==> src/rtl/cfg_pkg.sv <==
// Shared types and sizing helpers for the configuration bitstream loader.
package cfg_pkg;

  typedef enum logic [1:0] {
    ST_IDLE,
    ST_LOAD,
    ST_CHK,
    ST_COMMIT
  } cfg_state_e;

  localparam logic [7:0] CFG_SYNC_DEFAULT = 8'hA5;

  function automatic int ceil_div(input int num, input int den);
    return (num + den - 1) / den;
  endfunction

  // A single-word frame still needs a one-bit counter.
  function automatic int cnt_width(input int n);
    return (n > 1) ? $clog2(n) : 1;
  endfunction

  localparam int CFG_NWORDS_DEFAULT = ceil_div(248, 8);
  localparam int CFG_CNT_W_DEFAULT  = cnt_width(CFG_NWORDS_DEFAULT);

endpackage

==> src/rtl/cfg_checksum.sv <==
// XOR accumulator over the payload words of one frame.
// Used only when CFG_LOADER_CHECKSUM_EN is defined.
module cfg_checksum #(
  parameter int WORD_W = 8
) (
  input  logic              clk,
  input  logic              rst_n,
  input  logic              clr,
  input  logic              acc,
  input  logic [WORD_W-1:0] data,
  output logic              match
);

  logic [WORD_W-1:0] sum;

  always_ff @(posedge clk or negedge rst_n) begin
    if (!rst_n) begin
      sum <= '0;
    end else if (clr) begin
      sum <= '0;
    end else if (acc) begin
      sum <= sum ^ data;
    end
  end

  assign match = (sum == data);

endmodule

==> src/rtl/cfg_loader.sv <==
// Byte-serial configuration loader with atomic commit into the tile switch vector.
// Define CFG_LOADER_CHECKSUM_EN to add the trailing checksum word and cfg_err.
//
//   state     | meaning
//   ----------+-------------------------------------------------------------
//   ST_IDLE   | waiting for SYNC, other words dropped
//   ST_LOAD   | filling shadow register, one word per transfer
//   ST_CHK    | waiting for checksum word (checksum build only)
//   ST_COMMIT | one cycle, in_ready low, shadow copied to cfg_out
module cfg_loader
  import cfg_pkg::*;
#(
  parameter int                CFG_BITS = 248,
  parameter int                WORD_W   = 8,
  parameter logic [WORD_W-1:0] SYNC     = WORD_W'(CFG_SYNC_DEFAULT)
) (
  input  logic                clk,
  input  logic                rst_n,
  input  logic [WORD_W-1:0]   in_data,
  input  logic                in_valid,
  output logic                in_ready,
  input  logic                cfg_abort,
  output logic [CFG_BITS-1:0] cfg_out,
  output logic                cfg_done,
  output logic                cfg_busy,
  output logic                cfg_err
);

  localparam int                NWORDS   = ceil_div(CFG_BITS, WORD_W);
  localparam int                CNT_W    = cnt_width(NWORDS);
  localparam int                SHADOW_W = NWORDS * WORD_W;
  localparam logic [CNT_W-1:0]  LAST     = CNT_W'(NWORDS - 1);

  cfg_state_e          state, state_nxt;
  logic [CNT_W-1:0]    cnt;
  logic [SHADOW_W-1:0] shadow;
  logic                xfer;
  logic                sync_hit;
  logic                load_we;
  logic                commit_en;
`ifdef CFG_LOADER_CHECKSUM_EN
  logic                chk_match;
  logic                chk_fail;
`endif

  assign in_ready = !cfg_abort && (state != ST_COMMIT);
  assign xfer     = in_valid && in_ready;
  assign cfg_busy = (state != ST_IDLE);

  always_ff @(posedge clk or negedge rst_n) begin
    if (!rst_n) begin
      state <= ST_IDLE;
    end else begin
      state <= state_nxt;
    end
  end

  always_comb begin
    state_nxt = state;
    sync_hit  = 1'b0;
    load_we   = 1'b0;
    commit_en = 1'b0;
`ifdef CFG_LOADER_CHECKSUM_EN
    chk_fail  = 1'b0;
`endif
    if (cfg_abort) begin
      state_nxt = ST_IDLE;
    end else begin
      case (state)
        ST_IDLE: begin
          if (xfer && (in_data == SYNC)) begin
            sync_hit  = 1'b1;
            state_nxt = ST_LOAD;
          end
        end
        ST_LOAD: begin
          if (xfer) begin
            load_we = 1'b1;
            if (cnt == LAST) begin
`ifdef CFG_LOADER_CHECKSUM_EN
              state_nxt = ST_CHK;
`else
              state_nxt = ST_COMMIT;
`endif
            end
          end
        end
        ST_CHK: begin
`ifdef CFG_LOADER_CHECKSUM_EN
          if (xfer) begin
            if (chk_match) begin
              state_nxt = ST_COMMIT;
            end else begin
              chk_fail  = 1'b1;
              state_nxt = ST_IDLE;
            end
          end
`else
          state_nxt = ST_IDLE;
`endif
        end
        ST_COMMIT: begin
          commit_en = 1'b1;
          state_nxt = ST_IDLE;
        end
        default: state_nxt = ST_IDLE;
      endcase
    end
  end

  always_ff @(posedge clk or negedge rst_n) begin
    if (!rst_n) begin
      cnt <= '0;
    end else if (sync_hit || cfg_abort) begin
      cnt <= '0;
    end else if (load_we) begin
      cnt <= (cnt == LAST) ? '0 : cnt + 1'b1;
    end
  end

  // Each payload word lands in its own slice; pad bits above CFG_BITS are never committed.
  always_ff @(posedge clk or negedge rst_n) begin
    if (!rst_n) begin
      shadow <= '0;
    end else if (sync_hit) begin
      shadow <= '0;
    end else if (load_we) begin
      for (int k = 0; k < NWORDS; k++) begin
        if (cnt == CNT_W'(k)) begin
          shadow[k*WORD_W +: WORD_W] <= in_data;
        end
      end
    end
  end

  always_ff @(posedge clk or negedge rst_n) begin
    if (!rst_n) begin
      cfg_out  <= '0;
      cfg_done <= 1'b0;
    end else begin
      cfg_done <= commit_en;
      if (commit_en) begin
        cfg_out <= shadow[CFG_BITS-1:0];
      end
    end
  end

`ifdef CFG_LOADER_CHECKSUM_EN
  cfg_checksum #(
    .WORD_W (WORD_W)
  ) u_checksum (
    .clk   (clk),
    .rst_n (rst_n),
    .clr   (sync_hit),
    .acc   (load_we),
    .data  (in_data),
    .match (chk_match)
  );

  always_ff @(posedge clk or negedge rst_n) begin
    if (!rst_n) begin
      cfg_err <= 1'b0;
    end else if (sync_hit) begin
      cfg_err <= 1'b0;
    end else if (chk_fail) begin
      cfg_err <= 1'b1;
    end
  end
`else
  assign cfg_err = 1'b0;
`endif

endmodule

==> config.mk <==
export PLATFORM = sky130hd
export DESIGN_NAME = cfg_loader
export DESIGN_NICKNAME = d
export VERILOG_FILES = /design/src/rtl/cfg_pkg.sv /design/src/rtl/cfg_checksum.sv /design/src/rtl/cfg_loader.sv
export SDC_FILE = /design/constraint.sdc
export NUM_CORES = 1
export LEC_CHECK = 0
export CELL_PAD_IN_SITES_DETAIL_PLACEMENT = 1
export CELL_PAD_IN_SITES_GLOBAL_PLACEMENT = 2
export CORE_MARGIN = 4
export CORE_UTILIZATION = 38
export DETAILED_ROUTE_END_ITERATION = 10
export MAX_ROUTING_LAYER = met4
export PLACE_DENSITY = 0.78
export RECOVER_POWER = 25
export SETUP_SLACK_MARGIN = 0.05
export SLEW_MARGIN = 20
export SYNTH_ARGS = -nofsm -noshare
export SYNTH_HDL_FRONTEND = slang
export SYNTH_SLANG_ARGS = --single-unit
==> constraint.sdc <==
create_clock -name clk -period 2.15 [get_ports clk]
set_input_delay 0.645 -clock clk [delete_from_list [all_inputs] [get_ports clk]]
set_output_delay 0.645 -clock clk [all_outputs]
set_load 0.01 [all_outputs]
Word-level counts from Yosys, hierarchy flattened --
Cells that the tools add are included.
Cells by class: eq/ne operators 38, add/sub/neg operators 1, reduce and logical (&&, ||, !) cells 74, mux-type cells 49
Operator list (count):
- 2-to-1 mux 248 bit | 2
- 2-to-1 mux 8 bit | 31
- equality test 5 bit (second input constant) | 15
- nonzero test 2 bit | 34
- AND reduction 2 bit | 31
- equality test 5 x 4 -> 1 bit (second input constant) | 8
- equality test 5 x 3 -> 1 bit (second input constant) | 4
- 2-to-1 mux 5 bit | 3
- equality test 5 x 2 -> 1 bit (second input constant) | 2
- != test 3 bit (second input constant) | 3
- equality test 8 bit (second input constant) | 1
- 2-to-1 mux 1 bit | 8
- 2-to-1 mux 2 bit | 4
- one-hot mux 2 bit (3 select lines) | 1
- adder 5 x 1 -> 5 bit (second input constant) | 1
- equality test 5 x 1 -> 1 bit (second input constant) | 1
- zero test 5 bit | 1
- equality test 2 bit (second input constant) | 2
- logical AND 1 bit | 3
- AND reduction 3 bit | 1
- equality test 2 x 1 -> 1 bit (second input constant) | 1
- zero test 2 bit | 1
- != test 2 bit (second input constant) | 1
- OR reduction 2 bit | 1
- other kinds (2) | 2
Storage, ports and cells: bits of input ports 12, logic and storage cells 197, register bits 504, output and inout bits 252

Longest topological paths before layout --
Gate-level depths: netlist of run 1.
word-level depth 9, mapped depth 9, mapped depth without buffers 6

Worst setup path before layout of run 1 --
No wires, ideal clock.
kind register -> register, start register cnt[3], end register shadow[120], clock period less this slack 1.892 ns, stages on the path, launching flop included 10, required time 2.027 ns, library setup time 0.123 ns, setup slack 0.258 ns, buffers on the path 4, data arrival time 1.768 ns, path through dfrtp_1 -> buf_2 -> buf_2 -> clkbuf_1 -> and3_1 -> ha_1 -> clkbuf_1 -> inv_1 -> o21ai_0 -> a21oi_1
On the way: longest elaborated chain between the ends 3
RTL lines:
- start: declaration | line cfg_loader.sv:35 | logic [CNT_W-1:0] cnt;
- start signal: assignment | line cfg_loader.sv:117 | cnt <= (cnt == LAST) ? '0 : cnt + 1'b1;
- equality test 5 x 4 -> 1 bit | line cfg_loader.sv:129 | if (cnt == CNT_W'(k)) begin
- nonzero test 2 bit (no line)
- AND reduction 2 bit (no line)
- end signal: indexed assignment | line cfg_loader.sv:130 | shadow[k*WORD_W +: WORD_W] <= in_data;
- end: declaration | line cfg_loader.sv:36 | logic [SHADOW_W-1:0] shadow;
No other way between the ends. A chain may end at the register's enable or synchronous reset.

Final worst setup path of run 1 --
start register state[0], end register shadow[38]
On the way: longest elaborated chain between the ends 9, elaborated cells between the ends (all ways) 16, classes of those cells eq/ne (2); mux (7); reduce/logical (7)
RTL lines:
- start: declaration | line cfg_loader.sv:34 | cfg_state_e state, state_nxt;
- start signal: assignment | line cfg_loader.sv:54 | state <= state_nxt;
- != test 2 bit | line cfg_loader.sv:46 | assign in_ready = !cfg_abort && (state != ST_COMMIT);
- logical AND 1 bit | line cfg_loader.sv:46
- logical AND 1 bit | line cfg_loader.sv:47 | assign xfer = in_valid && in_ready;
- logical AND 1 bit | line cfg_loader.sv:71 | if (xfer && (in_data == SYNC)) begin
- 2-to-1 mux 1 bit | line cfg_loader.sv:71
- 2-to-1 mux 1 bit | line cfg_loader.sv:69 | case (state)
- 2-to-1 mux 1 bit | line cfg_loader.sv:66 | if (cfg_abort) begin
- nonzero test 2 bit (no line)
- AND reduction 2 bit (no line)
Several ways; a longest one is shown, not always the timed one.

==> results of run 1 <==
==> timing repair <==
item	in CTS	in global routing
cloned	7	9
setup buffers	13	15
pin swaps	23	10
setup endpoints to repair	260	253
endpoints found under the hold margin	25	0
gates resized for setup	325	81
hold buffers	1	0
==> stage by stage <==
step,cells,total power [mW]
floorplan,1677,9.861
global placement,2583,10.30
detailed placement,2583,10.31
CTS,2710,20.83
global route,2734,21.30
finish,2734,20.59
==> final cells by class <==
| class | instances | area [µm²] | area share |
|---|---|---|---|
| clock inverters | 18 | 286.5 | 0.01025 |
| repair buffers | 422 | 4309 | 0.1541 |
| well taps | 696 | 870.8 | 0.03115 |
| multi-input cells | 997 | 8075 | 0.2888 |
| clock buffers | 88 | 1765 | 0.06314 |
| flip-flops and latches | 504 | 12620 | 0.4512 |
| inverters | 7 | 31.28 | 0.001119 |
| diodes | 2 | 5.005 | 0.0001790 |
==> power by group through the flow <==
stage          registers (mW)  logic, mW  clock network [mW]
4_1_cts                  9.54      0.619                10.7
3_3_place_gp             9.71      0.589                   0
3_5_place_dp             9.71      0.600                   0
6_report                 9.54      0.598                10.5
2_1_floorplan            9.70      0.164                   0
5_1_grt                  9.53      0.660                11.1
==> registers in the layout, summed over array words and instances (netlist names) <==
register  count
cfg_out     248
cfg_done      1
shadow      248
state         2
cnt           5
==> layer usage <==
layer,GRT usage,share of wire,vias up
met2,0.3728,0.50,323
met4,0.04464,0.017,0
li1,-,-,6789
met3,0.03664,0.039,82
met1,0.3012,0.45,8215
met5,-,0,-
==> worst reg2reg max path, stage by stage (launching register included) <==
cell and delay [ns]:
dfrtp_2 0.43, buf_6 0.14, buf_8 0.11, or3_4 0.39
nor4_4 0.15, buf_4 0.18, buf_6 0.14, buf_12 0.17
clkbuf_16 0.18, o2bb2ai_2 0.06
==> path summary, 6_finish.rpt <==
check	to	slack, ns	depth (start not counted)
setup / recovery	shadow[38]$_DFFE_PN0P_	0.07	9
hold / removal	cfg_out[11]$_DFFE_PN0P_	0.48	1
setup reg to reg	shadow[38]$_DFFE_PN0P_	0.07	9
hold reg to reg	cfg_out[11]$_DFFE_PN0P_	0.48	1
max in group asynchronous	shadow[240]$_DFFE_PN0P_	0.24	4
min in group asynchronous	cfg_out[165]$_DFFE_PN0P_	0.52	2
==> cells by family after synthesis <==
family / after synthesis / synth area share
fa+ha+maj: 5 / 0.002988
simple gates: 239 / 0.07195
buf+inv: 176 / 0.04560
compound gates: 504 / 0.1435
flops: 504 / 0.6024
other cells: 1 / 0.0001791
mux: 248 / 0.1334
==> placed cells by master (no fill, tap or decap), types with 5 or more instances in the layout <==
cell	count
dfrtp_1	500
dlygate4sd2_1	250
o21ai_0	242
mux2_2	232
nand3_1	112
a21oi_1	102
buf_4	79
clkbuf_16	67
o2bb2ai_1	60
o2bb2ai_2	58
buf_12	39
nand4_1	21
a21oi_2	19
clkbuf_8	18
mux2_1	16
clkbuf_1	15
nor2_1	14
nor2_2	13
nand4b_1	12
nand4bb_1	9
and4b_1	9
buf_2	9
o21ai_1	8
buf_6	8
bufinv_16	7
buf_16	7
buf_8	7
o2bb2ai_4	6
inv_1	6
and4bb_2	6
clkbuf_2	6
nand2_1	5
==> reports/qor.yml, run 1 <==
status:
  status: "finished clean"
sta:
  clock.fmax_ghz: 0.4798
  fin_tns_setup_ns: 0
  slew_violations: 0
  setup_viol: 0
  fin_ws_ns: 0.06583
  tightest_slew_ns: 1.030
  finalCritPeriodShare: 0.9694
  rsz0062_at_grt: "true"
  worst_hold_slack_ns: 0.4752
  max_slew_margin: 0.3133
  hold_viol_final: 0
  skew_ns: 0.02198
  fin_crit_ns: 2.084
place:
  hpwl_um: 42490
  dp_slack_ns: -0.3424
  io_buffer_count: 262
  placed_cell_area_um2: 25010
  gp_congestion: 0.7752
worst_hold_path:
  min_path_type: "reg2reg"
  hp-start: "cfg_out[11]$_DFFE_PN0P_"
final_layout:
  final_area_um2: 27960
  syn2layout_area_growth_pct: 33.55
  fill_cells: 5475
  fin_nets: 2006
  drive_gt1_frac: 0.3045
  finish.utilization: 0.5165
flow_run:
  cap_violations: 0
power:
  ir_worst_vdd_v: 0.0005662
  power.internal_mw: 16.12
  p_leak_nw: 13.71
  switchingPower_mw: 4.474
  p_seq_frac: 0.463
  p_clk_frac: 0.508
  power_density_nw_per_um2: 736.5
  pwr-share-comb: 0.029
  swShare: 0.2173
synth:
  yosysMostFrequentCell: "dfrtp_1"
  synth_edf_count: 0
  synthTopCellsByArea: "dfrtp_1, mux2_2, o21ai_0, o2bb2ai_1, a21oi_1"
  synth_area_per_cell_um2: 12.48
  ys_seq_area_frac: 0.6024
  synthCells: 1677
  yosys_warnings: 0
  synthTopCellsByCount: "dfrtp_1, o21ai_0, mux2_2"
  synthFlopType: "dfrtp_1"
  synthArstFlopShare: 1.000
  synth_fp_nets: 1694
  synth_seq_cells: 504
  ys_types: 43
  syn_area_um2: 20940
  synth_top_area_cell: "dfrtp_1"
  synth_top_area_frac: 0.6024
clock_network:
  tritoncts: "done"
  clockBufferDepth: 3
  clk_pin_slew_worst_paths_ns: 0.06
  clockRootBuffer: "clkbuf_16"
  clk_latency_ns: 0.60
  cts.sinks: 504
  h-tree-depth: 2
  cts_buffers: 57
worst_setup_path:
  critical_path.startpoint: "state[0]$_DFFE_PN0P_"
  cp_cell_sequence: "buf_6 > buf_8 > or3_4 > nor4_4 > buf_4 > buf_6 > buf_12 > clkbuf_16 > o2bb2ai_2"
  crit_path_end_kind: "register"
  cp_max_fo: 7
  startpoint_type: "register"
  critical_path_required_ns: 2.63
  cp_data_arrival_time_ns: 2.56
  path_class: "reg2reg"
  cp_top_family: "buffers and inverters"
  cpPeakStageDelay_ns: 0.43
  crit_buf_inv: 6
  cpMaxStageDelayCell: "dfrtp_2"
  cpMostUsedCell: "buf_6"
  reg2reg_from: "state[0]$_DFFE_PN0P_"
routing:
  wl_per_cell_um: 24.60
  wl_um: 67270
  drtAntennaViolNets: 0
  drcViolationCount: 0
  num_vias: 15410
  first_pass_iters: 5
  via_per_inst: 5.636
  drtIter0Drc: 807
floorplan:
  core_um2: 54130
  rows: 85
  die_h_um: 242.7
  floorplan.initialDensity: 0.3868
  io_pins: 264
  die_area_um2: 58920
  fp.dieW_um: 242.7
global_routing:
  grt_use_total: 0.2267
  grt_pass1_wl_um: 102600
  grt_pass1_vias: 16500
  antenna_found_initial: 2
  grt_max_degree: 85
  overflow: 0
Note: power is estimated with default switching activity, not from simulation.
==> inputs of run 2 (changes only) <==
- CORE_UTILIZATION: 38 -> 39
- CTS_BUF_LIST: not set -> sky130_fd_sc_hd__clkbuf_8
- PLACE_DENSITY: 0.78 -> 0.8
==> reports/qor.yml, run 2 (same netlist as run 1, synthesis figures left out) <==
status:
  status: "finished with violations"
  violations: "negative setup slack"
clock_network:
  cts.sinks: 504  # unchanged
  clk_latency_ns: 0.68  # +0.08 ns
  tritoncts: "done"
  cts_buffers: 85  # +49%
  h-tree-depth: 3  # +1
  clk_pin_slew_worst_paths_ns: 0.07  # about the same
  clockRootBuffer: "clkbuf_8"
  clockBufferDepth: 3  # unchanged
sta:
  tightest_slew_ns: 1.110  # +0.08033 ns
  rsz0062_at_grt: "true"
  fin_crit_ns: 2.189  # +0.1053 ns
  max_slew_margin: 0.2597  # -0.05355
  clock.fmax_ghz: 0.4567  # -4.8%
  hold_viol_final: 0  # unchanged
  finalCritPeriodShare: 1.018  # +0.04898
  skew_ns: 0.03549  # +0.01351 ns
  fin_ws_ns: -0.03946  # -0.1053 ns
  slew_violations: 0  # unchanged
  setup_viol: 4  # +4
  worst_hold_slack_ns: 0.4758  # +0.0005450 ns
worst_hold_path:
  whs_path_depth: 1  # unchanged
  min_path_type: "reg2reg"
  hp-start: "cfg_out[19]$_DFFE_PN0P_"
  hold_end: "cfg_out[19]$_DFFE_PN0P_"
routing:
  num_vias: 15290  # -0.80%
  via_per_inst: 5.593  # -0.77%
  wl_um: 64580  # -4.0%
  first_pass_iters: 5  # unchanged
  drtIter0Drc: 806  # -0.12%
  wl_per_cell_um: 23.63  # -4.0%
  drtAntennaViolNets: 0  # unchanged
  drcViolationCount: 0  # unchanged
final_layout:
  fin_nets: 2000  # -0.30%
  instances_no_fill: 2733  # -0.037%
  drive_gt1_frac: 0.2603  # -0.04424
  layout_commonest_cell: "dfrtp_1"
  final_area_um2: 26460  # -5.4%
  syn2layout_area_growth_pct: 26.39
  multiInputGateArea_um2: 7527  # -6.8%
  layout_common_cells: "dfrtp_1, o21ai_0, mux2_2"
  reg.largest.list: "cfg_out: 248 flops, shadow: 248 flops, cnt: 5 flops"
  fill_cells: 5484  # +0.16%
  seqCellArea_um2: 12620  # about the same
global_routing:
  antenna_found_initial: 1  # -1
  grt_pass1_vias: 16660  # +0.99%
  grt_max_degree: 79  # -7.1%
  grt_use_total: 0.2278  # +0.001111
  grt_pass1_wl_um: 98570  # -3.9%
  overflow: 0  # unchanged
floorplan:
  rows: 84  # -1.2%
  core_um2: 52870  # -2.3%
  fp.dieW_um: 239.7  # -1.2%
  io_pins: 264  # unchanged
  die_h_um: 239.7  # -1.2%
  floorplan.initialDensity: 0.3960  # +0.009273
  die_area_um2: 57450  # -2.5%
worst_setup_path:
  path_class: "reg2out"
  crit_path_end_kind: "output pin"
  r2r_slack_ns: 0  # -0.07 ns
  cpPeakStageDelay_ns: 0.46  # +0.03 ns
  cp_cell_sequence: "or2_4 > buf_6"
  rr_worst_depth: 8  # -1
  cpMaxStageDelayCell: "dfrtp_2"
  reg2reg_from: "state[0]$_DFFE_PN0P_"
  startpoint_type: "register"
  critical_path_required_ns: 1.50  # -1.13 ns
  cp_max_fo: 3  # -4
  regToRegEndpoint: "shadow[185]$_DFFE_PN0P_"
  cp_data_arrival_time_ns: 1.54  # -1.02 ns
place:
  dp_slack_ns: -0.7440  # -0.4016 ns
  hpwl_um: 41650  # -2.0%
  io_buffer_count: 262  # unchanged
  dp_cells: 2565  # -0.70%
  gp_congestion: 0.7881  # +1.7%
  placed_cell_area_um2: 24750  # -1.0%
flow_run:
  cap_violations: 0  # unchanged
power:
  power_density_nw_per_um2: 705.9  # -4.2%
  ir_worst_vdd_v: 0.0004685  # -17%
  p_leak_nw: 13.14  # -4.2%
  total_power_mw: 18.68  # -9.3%
==> run 2: final cells by class <==
type                       count  area share
inverter                       7    0.001182
clock buffer                 111     0.05773
sequential                   504      0.4769
clock inverter                37    0.006714
tap                          688     0.03253
timing repair buffer         388      0.1404
multi-input combinational    997      0.2845
antenna                        1  0.00009457
==> run 2: metal layers <==
metal  wire [µm]  track usage
met1       28370       0.2890
met2       32570       0.3828
met3        2167      0.03189
met4        1471      0.06825
met5           0            -
==> run 2: critical path, delay by kind of cell (launching register included) <==
kind | cells | cell delay [ns]
flip-flops | 1 | 0.46
buffers and inverters | 1 | 0.13
AND/OR/NAND/NOR | 1 | 0.27
==> run 2: repair_timing <==
action | in CTS | in global routing
setup endpoints to repair | 264 | 97
resized for setup | 291 | 31
buffers inserted | 4 | 9
hold endpoints to repair | 18 | 0
hold buffers | 1 | 0
cloned | 0 | 6
pin swaps | 2 | 5
==> run 2: worst max path at each step <==
stage,cells after the start,from,to
global route,2,state[1]$_DFFE_PN0P_,cfg_busy
CTS,2,state[1]$_DFFE_PN0P_,cfg_busy
finish,2,state[0]$_DFFE_PN0P_,cfg_busy
detailed placement,4,cfg_abort,in_ready
floorplan,9,cnt[3]$_DFFE_PN0P_,shadow[120]$_DFFE_PN0P_
global placement,4,cfg_abort,in_ready
==> run 2: through the flow <==
step | utilization | setup TNS [ns]
4_1_cts | 0.4963 | -0.1817
2_1_floorplan | - | 0
3_3_place_gp | 0.4682 | -203.59
6_report | 0.5005 | -0.04795
5_1_grt | 0.5005 | -1.119
3_5_place_dp | 0.4682 | -239.25
==> run 2: report_power, final <==
part | internal, mW | switching, mW | leakage, nW
Sequential | 9.52 | 0.0258 | 7.02
Clock | 4.61 | 3.96 | 0.977
Combinational | 0.120 | 0.441 | 5.14
==> inputs of run 3 (changes only) <==
- CORE_UTILIZATION: 39 -> 45
- DONT_BUFFER_PORTS: not set -> 1
==> reports/qor.yml, run 3 (same netlist as run 1, synthesis figures left out) <==
worst_setup_path:
  reg2reg_from: "state[1]$_DFFE_PN0P_"
  cp_data_arrival_time_ns: 1.49  # -0.05 ns
  path_class: "reg2out"
  crit_path_end_kind: "output pin"
  startpoint_type: "register"
  regToRegEndpoint: "shadow[49]$_DFFE_PN0P_"
  rr_worst_depth: 6  # -2
  critical_path_required_ns: 1.50  # about the same
  r2r_slack_ns: 0.10  # +0.10 ns
  cp_max_fo: 4  # +1
place:
  hpwl_um: 35720  # -14%
  gp_congestion: 0.7234  # -8.2%
  io_buffer_count: 0  # -100%
  placed_cell_area_um2: 21450  # -13%
  dp_slack_ns: -0.02046  # +0.7235 ns
power:
  p_leak_nw: 10.80  # -18%
  power.internal_mw: 14.61  # +2.5%
  pwr-share-comb: 0.009  # -0.021
  ir_worst_vdd_v: 0.0005614  # +20%
  p_seq_frac: 0.512  # about the same
  switchingPower_mw: 4.036  # -8.8%
  power_density_nw_per_um2: 794.4  # +13%
  p_clk_frac: 0.479  # +0.020
  swShare: 0.2164  # -0.02060
sta:
  fin_ws_ns: 0.01429  # +0.05375 ns
  rsz0062_at_grt: "true"
  fin_tns_setup_ns: 0  # +0.04795 ns
  tightest_slew_ns: 2.703  # +1.592 ns
  finalCritPeriodShare: 0.9934  # -0.02500
  skew_ns: 0.03504  # -0.0004533 ns
  fin_crit_ns: 2.136  # -0.05375 ns
  max_slew_margin: -0.8017  # -1.061
  setup_viol: 0  # -4
  hold_viol_final: 188  # +188
  worst_hold_slack_ns: -0.3090  # -0.7848 ns
  clock.fmax_ghz: 0.4682  # +2.5%
  slew_violations: 315  # +315
worst_hold_path:
  min_path_type: "in2async"
final_layout:
  fin_nets: 1676  # -16%
  finish.utilization: 0.5140  # +0.01348
  diodes: 0  # -1
  syn2layout_area_growth_pct: 12.14
  multiInputGateArea_um2: 7548  # +0.28%
  layout_commonest_cell: "dfrtp_1"
  fill_cells: 4634  # -15%
  seqCellArea_um2: 12620  # unchanged
  drive_gt1_frac: 0.2740  # +0.01372
  final_area_um2: 23480  # -11%
  reg.largest.list: "cfg_out: 248 flops, shadow: 248 flops, cnt: 5 flops"
  layout_common_cells: "dfrtp_1, o21ai_0, mux2_2"
status:
  status: "finished with violations"
  violations: "negative hold slack, max-slew violations"
clock_network:
  tritoncts: "done"
  clockRootBuffer: "clkbuf_8"
  cts.sinks: 504  # unchanged
  cts_buffers: 84  # -1.2%
  clk_pin_slew_worst_paths_ns: 0.06  # about the same
  clockBufferDepth: 3  # unchanged
  clk_latency_ns: 0.67  # about the same
  hold_buffers: 1  # unchanged
  h-tree-depth: 3  # unchanged
floorplan:
  fp.dieW_um: 223.7  # -6.7%
  floorplan.initialDensity: 0.4584  # +0.06236
  die_area_um2: 50040  # -13%
  core_um2: 45670  # -14%
  die_h_um: 223.7  # -6.7%
  io_pins: 264  # unchanged
  rows: 78  # -7.1%
routing:
  drtAntennaViolNets: 0  # unchanged
  drtIter0Drc: 1090  # +35%
  first_pass_iters: 5  # unchanged
  wl_um: 60150  # -6.9%
  drcViolationCount: 0  # unchanged
  num_vias: 14040  # -8.1%
  wl_per_cell_um: 25.94  # +9.8%
  via_per_inst: 6.056  # +8.3%
global_routing:
  antenna_found_initial: 0  # -1
  grt_use_total: 0.2414  # +0.01361
  grt_pass1_vias: 15250  # -8.5%
  overflow: 0  # unchanged
  grt_pass1_wl_um: 92650  # -6.0%
  grt_max_degree: 505  # +540%
flow_run:
  cap_violations: 0  # unchanged
## run 3: critical path, cell delays in order, from the launching register on
cell,delay (ns)
dfrtp_2,0.43
buf_12,0.13
or2_4,0.26
## run 3: final cells by class
type / count / area share
Multi-Input combinational cell: 997 / 0.3215
Timing Repair Buffer: 65 / 0.03219
Clock inverter: 40 / 0.01338
Inverter: 7 / 0.001332
Sequential cell: 504 / 0.5375
Tap cell: 600 / 0.03198
Clock buffer: 106 / 0.06214
## run 3: worst max-delay path by stage
stage                     cells past startpoint                      end  slack, ns                  from
after floorplan                               9  shadow[120]$_DFFE_PN0P_       0.26    cnt[3]$_DFFE_PN0P_
after global placement                        4  shadow[151]$_DFFE_PN0P_       0.07             cfg_abort
after detailed placement                      4  shadow[213]$_DFFE_PN0P_      -0.02             cfg_abort
after CTS                                     2                 cfg_busy      -0.04  state[0]$_DFFE_PN0P_
after global routing                          3                 in_ready      -0.05  state[0]$_DFFE_PN0P_
final                                         2                 cfg_busy       0.01  state[0]$_DFFE_PN0P_
## run 3: timing repair
item                                    CTS  global route
gates cloned                              0             2
gates resized for setup                   5            27
endpoints found under the setup margin    2            99
pin swaps                                 1             3
endpoints found under the hold margin   509           504
buffers inserted                          3             4
## run 3: stage by stage
step | total power, mW | cells
finish | 18.65 | 2319
global route | 19.40 | 2319
CTS | 18.89 | 2313
detailed placement | 9.867 | 2163
global placement | 9.858 | 2163
floorplan | 9.861 | 1677
## run 3: routing by layer
layer / vias up / share of wire / global-route usage
li1: 6124 / - / -
met1: 7502 / 0.43 / 0.3081
met2: 341 / 0.49 / 0.3842
met3: 76 / 0.062 / 0.06225
met4: 0 / 0.020 / 0.07178
met5: - / 0 / -
## run 3: power groups by stage
| stage | combinational (mW) | sequential (mW) | clock [mW] |
|---|---|---|---|
| global placement | 0.149 | 9.71 | 0 |
| detailed placement | 0.156 | 9.71 | 0 |
| floorplan | 0.164 | 9.70 | 0 |
| finish | 0.165 | 9.54 | 8.94 |
| global route | 0.178 | 9.54 | 9.68 |
| CTS | 0.160 | 9.54 | 9.19 |
